$ cat src/rtl/range_finder_multi.sv
// Streaming min/max tracker that reports range, max, min or midpoint of a go..finish window.
// Optional saturating sample counter enabled by defining RANGE_FINDER_COUNT_EN.
module range_finder_multi #(
    parameter int WIDTH = 8,
    parameter int CNT_W = 16
) (
    input  logic             clock,
    input  logic             reset_n,
    input  logic [WIDTH-1:0] data_in,
    input  logic             go,
    input  logic             finish,
    input  logic [1:0]       mode,
    output logic [WIDTH-1:0] result,
    output logic             result_valid,
    output logic             busy,
    output logic             debug_error
`ifdef RANGE_FINDER_COUNT_EN
    ,
    output logic [CNT_W-1:0] sample_count
`endif
);

    typedef enum logic [1:0] {
        S_IDLE  = 2'd0,
        S_RUN   = 2'd1,
        S_ERROR = 2'd2
    } state_t;

    state_t           state_reg;
    logic [WIDTH-1:0] min_reg;
    logic [WIDTH-1:0] max_reg;
    logic [1:0]       mode_reg;
    logic             pending_reg;

    logic             start_ok;
    logic [WIDTH-1:0] run_min;
    logic [WIDTH-1:0] run_max;
    logic [WIDTH:0]   mid_sum;
    logic [WIDTH-1:0] stat;

    generate
        if (WIDTH < 2 || CNT_W < 1) begin : g_param_check
            $error("range_finder_multi: WIDTH must be >= 2 and CNT_W >= 1");
        end
    endgenerate

    always_comb begin
        start_ok = go & ~finish;
        run_min  = (data_in < min_reg) ? data_in : min_reg;
        run_max  = (data_in > max_reg) ? data_in : max_reg;
        // Extra carry bit keeps the midpoint exact even when both ends are all-ones.
        mid_sum  = {1'b0, max_reg} + {1'b0, min_reg};
        stat     = '0;
        case (mode_reg)
            2'b00:   stat = max_reg - min_reg;
            2'b01:   stat = max_reg;
            2'b10:   stat = min_reg;
            default: stat = mid_sum[WIDTH:1];
        endcase
    end

    // Result is computed one edge after the finishing sample, from the final min/max.
    always_ff @(posedge clock or negedge reset_n) begin
        if (!reset_n) begin
            state_reg    <= S_IDLE;
            min_reg      <= '0;
            max_reg      <= '0;
            mode_reg     <= 2'b00;
            pending_reg  <= 1'b0;
            result       <= '0;
            result_valid <= 1'b0;
            busy         <= 1'b0;
            debug_error  <= 1'b0;
        end else begin
            result_valid <= pending_reg;
            pending_reg  <= 1'b0;
            if (pending_reg) begin
                result <= stat;
            end
            case (state_reg)
                S_IDLE, S_ERROR: begin
                    if (start_ok) begin
                        state_reg   <= S_RUN;
                        min_reg     <= data_in;
                        max_reg     <= data_in;
                        mode_reg    <= mode;
                        busy        <= 1'b1;
                        debug_error <= 1'b0;
                    end else if (finish) begin
                        state_reg   <= S_ERROR;
                        debug_error <= 1'b1;
                    end
                end
                S_RUN: begin
                    if (go) begin
                        state_reg   <= S_ERROR;
                        busy        <= 1'b0;
                        debug_error <= 1'b1;
                    end else begin
                        min_reg <= run_min;
                        max_reg <= run_max;
                        if (finish) begin
                            state_reg   <= S_IDLE;
                            busy        <= 1'b0;
                            pending_reg <= 1'b1;
                        end
                    end
                end
                default: begin
                    state_reg <= S_IDLE;
                    busy      <= 1'b0;
                end
            endcase
        end
    end

`ifdef RANGE_FINDER_COUNT_EN
    localparam logic [CNT_W-1:0] CNT_MAX = '1;

    logic [CNT_W-1:0] count_reg;

    // Counter saturates; the published count moves together with result_valid.
    always_ff @(posedge clock or negedge reset_n) begin
        if (!reset_n) begin
            count_reg    <= '0;
            sample_count <= '0;
        end else begin
            if (state_reg != S_RUN && start_ok) begin
                count_reg <= CNT_W'(1);
            end else if (state_reg == S_RUN && !go && count_reg != CNT_MAX) begin
                count_reg <= count_reg + 1'b1;
            end
            if (pending_reg) begin
                sample_count <= count_reg;
            end
        end
    end
`endif

endmodule
$ cat config.mk
export PLATFORM = sky130hd
export DESIGN_NAME = range_finder_multi
export DESIGN_NICKNAME = d
export VERILOG_FILES = /design/src/rtl/range_finder_multi.sv
export SDC_FILE = /design/constraint.sdc
export NUM_CORES = 1
export LEC_CHECK = 0
export CORE_MARGIN = 1
export CORE_UTILIZATION = 41
export CTS_CLUSTER_DIAMETER = 200
export DETAILED_ROUTE_END_ITERATION = 16
export PLACE_DENSITY = 0.61
export REMOVE_ABC_BUFFERS = 1
export SLEW_MARGIN = 5
export SYNTH_ARGS = -nofsm -noshare
export SYNTH_HDL_FRONTEND = slang
export SYNTH_SLANG_ARGS = --single-unit
$ cat constraint.sdc
create_clock -name clock -period 6.4 [get_ports clock]
set_input_delay 1.92 -clock clock [delete_from_list [all_inputs] [get_ports clock]]
set_output_delay 1.92 -clock clock [all_outputs]
set_load 0.03 [all_outputs]
Yosys cells after proc, flatten, opt, wreduce, memory -nomap -nowiden. Index checks and enable logic that the tools add are counted.

Muxes and demuxes: 24. Magnitude comparators: 2. Reduce and logical (&&, ||, !) cells: 10. Bitwise operators: 2. Eq/ne operators: 11. $add $sub $neg: 2.

Operators with widths (number): 2-to-1 mux 8 bit (5); case mux 8 bit (2 select lines) (2); case mux 8 bit (3 select lines) (1); != test 2 bit (second input constant) (5); adder 8 x 8 -> 9 bit (1); 2-to-1 mux 1 bit (9); > comparator 8 bit (1); < comparator 8 bit (1); 2-to-1 mux 2 bit (4); AND reduction 4 bit (2); subtractor 8 bit (1); != test 3 bit (second input constant) (2); AND reduction 2 bit (3); == test 2 x 1 -> 1 bit (second input constant) (2); == test 2 bit (second input constant) (2); logical NOT 2 bit (2); case mux 1 bit (2 select lines) (2); case mux 2 bit (2 select lines) (1); AND reduction 3 bit (1); nonzero test 2 bit (1); OR reduction 2 bit (1); AND 1 bit (1); NOT 1 bit (1).

Flip-flop bits (word level): 32. Output and inout port bits: 11. Input port bits: 14. Logic and storage cells: 60.

Logic depth before layout (Yosys ltp).
Depth in word-level cells: 4. Gate-level depth with buffers: 8.

Worst setup path after synthesis. OpenSTA, ideal clock, no wires.

Path type: input to register. From: in data_in[6]. To: reg max_reg[1]. Setup slack: 2.782 ns. Cell stages on the path: 6. Buffers on the path: 0. Setup time: 0.125 ns. Data arrival time: 3.493 ns. Cell sequence: ha_1 > a21oi_1 > o21ai_0 > or4b_4 > o22ai_4 > mux2_2.

Longest elaborated chain between the ends: 3.

Ends and longest elaborated chain: from (decl) (line 9) `input logic [WIDTH-1:0] data_in,`; > comparator 8 bit (line 50) `run_max = (data_in > max_reg) ? data_in : max_reg;`; != test 2 bit (no line); AND reduction 4 bit (no line); to (signal assigned) (line 85) `max_reg <= data_in;`; to (signal assigned) (line 101) `max_reg <= run_max;`; to (decl) (line 31) `logic [WIDTH-1:0] max_reg;`.

Every way passes these cells. A chain may end at the register's enable or synchronous reset.

Final worst setup path.
From: in data_in[6]. To: reg max_reg[5].

Same word-level chain as after synthesis.

==> results.md <==
* Die H at around 80 um
* Cell area after layout at just under 3000 um^2
* Total setup buffers inserted after CTS at 0
* Slew headroom at 0.622
* CTS Buf Count at 5
* WL final at 5.35 mm
* Synth Register Bits at 32
* Synth warnings at 0
* DRT antenna net count at 0
* Min Clock Period, post-route at 3.98 ns
* Crit path from: data_in[6]
* DIE WIDTH at 80.1 um
* Number of global-route vias before repair at around 1,800
* Hold_buf cts at 0
* Pwr/cell area at between 300 and 400 nW/um^2
* Clk buf depth at 2
* Leakage at 1.33 nW
* Max H-tree Level at 2
* Clk slew on worst S/H paths at about 0.08 ns
* CP startpoint kind: primary input
* P&R area growth vs syn at 17.6%
* WL/cell at 15.1 um
* Register-to-Register Path Depth at 7
* # rows at 28
* Yosys top cell area share at 0.320
* Worst slew pin tran at roughly 0.57 ns
* Ant. Diodes at 0
* Outcome: completed
* Post-Synthesis Cells at around 250
* Post-route clock period utilization at 0.621
* Max Cap Viol at 0
* Hold Path End: result[0]
* Sequential area share after synthesis at 0.320
* Core area at roughly 5900 um^2
* Initial DRC count at 52
* Final Max Slew Viols at 0
* Io pins at 25
* Final Hold Viols at 0
* Final setup fails at 0
* Synth area leaders: dfrtp_1, ha_1, mux2_2
* Syn avg cell area at slightly below 10 um^2
* Global-route wire length before repair at ~8.8 mm
* CTS tree: yes
* M3 GR Usage at 0.0273
* Final nets at about 320
* Critical path class: in -> reg
* Post-synth EDFFs at 0
* Largest net degree at the start of global routing at 33
* Power Total at 1.08 mW
* Critical R2R Launch: min_reg[2]
* Worst-Skew Late Latency at 0.28 ns
* Initial antenna violation count at 0
* Fraction of registers with async set/reset at 1.00
* Fillers at between 500 and 600
* M2 GR Usage at 0.293
* Drt pass-1 iters at 4
* Placed inst area at between 2000 and 3000 um^2
* HP Class: reg -> reg
* Hold path cells at 2
* Grt peak-use layer: met2
* Worst VDD drop at around 0.15 mV
* Crit path max fanout at 8
* Req. time, crit path at around 6.6 ns
* Post-DP HPWL at a little over 4 mm
* Die area at around 6400 um^2
* RSZ-0062 raised after global routing: false
* Clock Skews at 0.00642 ns
* RR Endpoint: result[5]
* Vias per cell at about 5.4
* Total track usage at 0.182
* DR vias at roughly 1,900
* Commonest non-fill, non-tap cell in the layout: dfrtp_1
* Drc violations at 0
* Hold path start: result[0]
* Top_reg_cell synth: dfrtp_1
* Area leader, netlist: dfrtp_1
* Clock root buffer: clkbuf_8
* Initial core utilization at 0.425
* Reg2reg setup slack at 4.08 ns
* Commonest non-fill, non-tap cells in the layout: dfrtp_1, ha_1, inv_1
* Final TNS setup at 0 ns
* Routability cong. at 0.824
* Critical Path AT at roughly 4.1 ns
* Cell variety after synth at 55
* Crit. End Element: register
* CTS Sinks at 32
* Achievable frequency at ~250 MHz
* Met1 GRT Util at 0.245
* Synthesized area at approximately 2500 um^2
* # port buffers at 24
* GRT overflow at 0
* Layout cells sized above 1 at 0.125
* Post-cts resize count at 0
## cell type report
cell class | instances | area, um^2 | area share
Clock buffer | 7 | 96.3 | 0.0328
Clock inverter | 1 | 30.0 | 0.0102
Inverter | 28 | 105 | 0.0358
Multi-Input combinational cell | 186 | 1560 | 0.532
Sequential cell | 32 | 801 | 0.273
Tap cell | 75 | 93.8 | 0.0319
Timing Repair Buffer | 25 | 248 | 0.0843
## layer usage
metal  wire length, um  share of wire  vias to the layer above
met5                 0              0                        -
met4               114          0.021                        0
met3               112          0.021                       12
met2              2500           0.47                       28
met1              2620           0.49                      928
li1                  -              -                      961
## worst max-delay path by stage
stage	slack (ns)	cells after the start	to
floorplan	2.78	6	max_reg[1]
global placement	2.17	7	max_reg[5]
detailed placement	2.13	7	max_reg[5]
CTS	2.43	7	max_reg[5]
global route	2.34	7	max_reg[5]
finish	2.42	7	max_reg[5]
## through the flow
step	instances	setup slack [ns]	util	hold WS, ns
floorplan	246	2.78	-	0.491
global placement	346	2.17	0.478	0.489
finish	354	2.42	0.499	0.508
CTS	354	2.43	0.499	0.512
detailed placement	346	2.13	0.478	0.493
global route	354	2.34	0.499	0.547
## synth_stat cells, types with 3 or more instances
cell      count
dfrtp_1      32
nand2_1       9
nor3_1        8
clkbuf_1      4
inv_1        28
mux2i_1       4
o21ai_0       9
nand2b_1      5
ha_1         30
a31oi_1       3
o211ai_1      3
a221oi_1      5
mux2_2       16
nor2b_1       8
nand4_1       3
a21oi_1      16
nor2_1       18
nand3_1       4
## worst max-delay path: stages
cell	delay, ns
clkdlybuf4s50_1	0.47
ha_1	0.35
a21oi_1	0.16
o21ai_0	0.08
or4b_4	0.49
o22ai_4	0.29
mux2_2	0.38
## cells by family after synthesis
kind of cell               count (synthesis)  share of synthesized area
DFF                                       32                      0.320
AOI/OAI and AO/OA                         62                      0.193
and+or+nand+nor                           66                      0.144
muxes                                     24                      0.115
adders and majority gates                 32                      0.166
xor gates and xnor gates                   2                    0.00701
buffers and inverters                     35                     0.0536
## power by group
part / total (mW) / internal (mW) / switching [mW]
Combinational: 0.540 / 0.253 / 0.287
Clock: 0.220 / 0.138 / 0.0824
Sequential: 0.316 / 0.256 / 0.0606
No activity file was read; power rests on OpenSTA's default activity.
==> RTL edit: new RTL, config.mk and constraints unchanged <==
The parameter `WIDTH` goes from 8 to 12.
--- a/src/rtl/range_finder_multi.sv
+++ b/src/rtl/range_finder_multi.sv
@@ -1,7 +1,7 @@
 // Streaming min/max tracker that reports range, max, min or midpoint of a go..finish window.
 // Optional saturating sample counter enabled by defining RANGE_FINDER_COUNT_EN.
 module range_finder_multi #(
-    parameter int WIDTH = 8,
+    parameter int WIDTH = 12,
     parameter int CNT_W = 16
 ) (
     input  logic             clock,
Interface: changed (resized data_in and result); port bits go from 25 to 33. The function was not compared with the original's and may differ.
==> RTL edit against the original RTL <==
- total power increased by 44%
- combinational power increased by 62%
- area after synthesis increased by 42%
- via count increased by 41%
- sequential cell count increased by 12
- wire length increased by 46%
- setup slack got worse by 0.28 ns
- design area increased by 38%
==> RTL edit: results <==
metrics = {
    "drt": {
        "first_pass_iters": 4,
        "dr.first_iter.drc_count": 133,
        "wl_per_cell_um": 15.71,
        "vias": 2721,
        "drt_wl_total_mm": 7.792,
    },
    "synthesis": {
        "synth_compound_area_share_pct": 17.99,
        "synth-adder-area-share_pct": 17.35,
        "synthMuxAreaShare_pct": 12.70,
        "ys_top_cells_by_area": "dfrtp_1, ha_1, mux2_2",
        "synth.distinct_cells": 64,
        "synth_seq_area_share_pct": 31.04,
        "syn_inst": 363,
        "ys_async_sr_fraction_pct": 100.0,
        "yosys-top-cells-count": "ha_1, dfrtp_1, nor2_1, inv_1, a21oi_1",
        "yosys_warnings": 0,
        "synth_xor_xnor_area_share_pct": 3.457,
    },
    "global_routing": {
        "grt_pass1_wl_mm": 13.03,
        "grt_max_degree": 45,
        "track_usage_pct": 18.96,
        "antenna_found_initial": 0,
        "grt_pass1_vias": 2631,
    },
    "sta": {
        "finalHoldViolations": 0,
        "relSlewSlack_pct": 32.15,
        "timing.setup.tns_ns": 0,
        "fin_skew_ns": 0.009052,
    },
    "final_layout": {
        "diodes": 0,
        "nets": 456,
        "drive_gt1_share_pct": 13.30,
        "fillers": 768,
    },
    "place": {
        "place_hpwl_mm": 5.996,
        "place.gp.congestion": 0.8480,
        "io_buffer_count": 32,
        "placed_cells": 488,
    },
    "worst_setup_path": {
        "critPathArrivalTime_ns": 4.45,
        "crit_slowest_cell": "clkdlybuf4s50_1",
        "r2r_start": "min_reg[0]",
        "crit_family": "compound AO/OA/AOI/OAI gates",
        "critPathLaunch": "data_in[9]",
    },
    "power": {
        "ir_drop_mv": 0.1335,
        "p_leak_uw": 0.001869,
    },
    "clock_tree": {
        "path_clk_slew_ns": 0.09,
        "postCtsSetupRepairBufs": 0,
        "clk_latency_ns": 0.30,
        "post_cts_resized": 0,
        "ctsLongestPathBuffers": 2,
    },
    "outcome": {
        "status": "finished, final reports clean",
    },
    "worst_hold_path": {
        "min_from": "result[7]",
    },
}
RTL edit: changes by cell type in the layout (fill, tap and decap cells not counted), moves of 5 or more:
| cell | unedited run | this run |
|---|---|---|
| a211oi_1 | 1 | 6 |
| a21o_1 | 2 | 7 |
| a21oi_1 | 16 | 22 |
| clkdlybuf4s50_1 | 24 | 31 |
| dfrtp_1 | 32 | 44 |
| ha_1 | 30 | 46 |
| inv_1 | 28 | 33 |
| mux2_4 | 0 | 10 |
| nor2_1 | 18 | 36 |
| o21ai_1 | 0 | 5 |
| xnor2_1 | 1 | 10 |
RTL edit: worst paths after layout:
path,to,slack (ns),depth (start not counted)
min reg2reg,result[7],0.51,1
min,result[7],0.51,1
min in group asynchronous,max_reg[0],1.78,1
max,max_reg[2],2.14,9
max reg2reg,result[11],3.59,9
max in group asynchronous,min_reg[6],3.98,1
RTL edit: area by class of cell:
class / count / area share, %
clock buffer: 6 / 2.035
inverter: 34 / 3.144
multi-input combinational: 271 / 55.36
clock inverter: 2 / 0.9556
sequential: 44 / 27.13
tap: 105 / 3.237
timing repair buffer: 34 / 8.138
RTL edit: routing by layer:
metal	vias up	GRT usage (%)	part of all wire [%]	routed length, um
li1	1366	-	-	-
met2	44	31.06	46	3603
met5	-	0	0	0
met3	4	2.392	3.0	232
met1	1307	26.48	50	3900
met4	0	4.798	0.72	56
RTL edit: report_power, final:
group          total, uW  switching [uW]  leakage (uW)  internal, uW
clock                232             104     0.0000614           128
sequential           445            89.1      0.000519           355
combinational        873             458       0.00129           415
total               1550             651       0.00187           898
RTL edit: per-stage QoR:
step,setup WS [ns],cell area [um^2]
finish,2.143,4059
detailed placement,1.839,3938
floorplan,2.422,3476
CTS,2.159,4059
global placement,1.852,3938
global route,1.952,4059
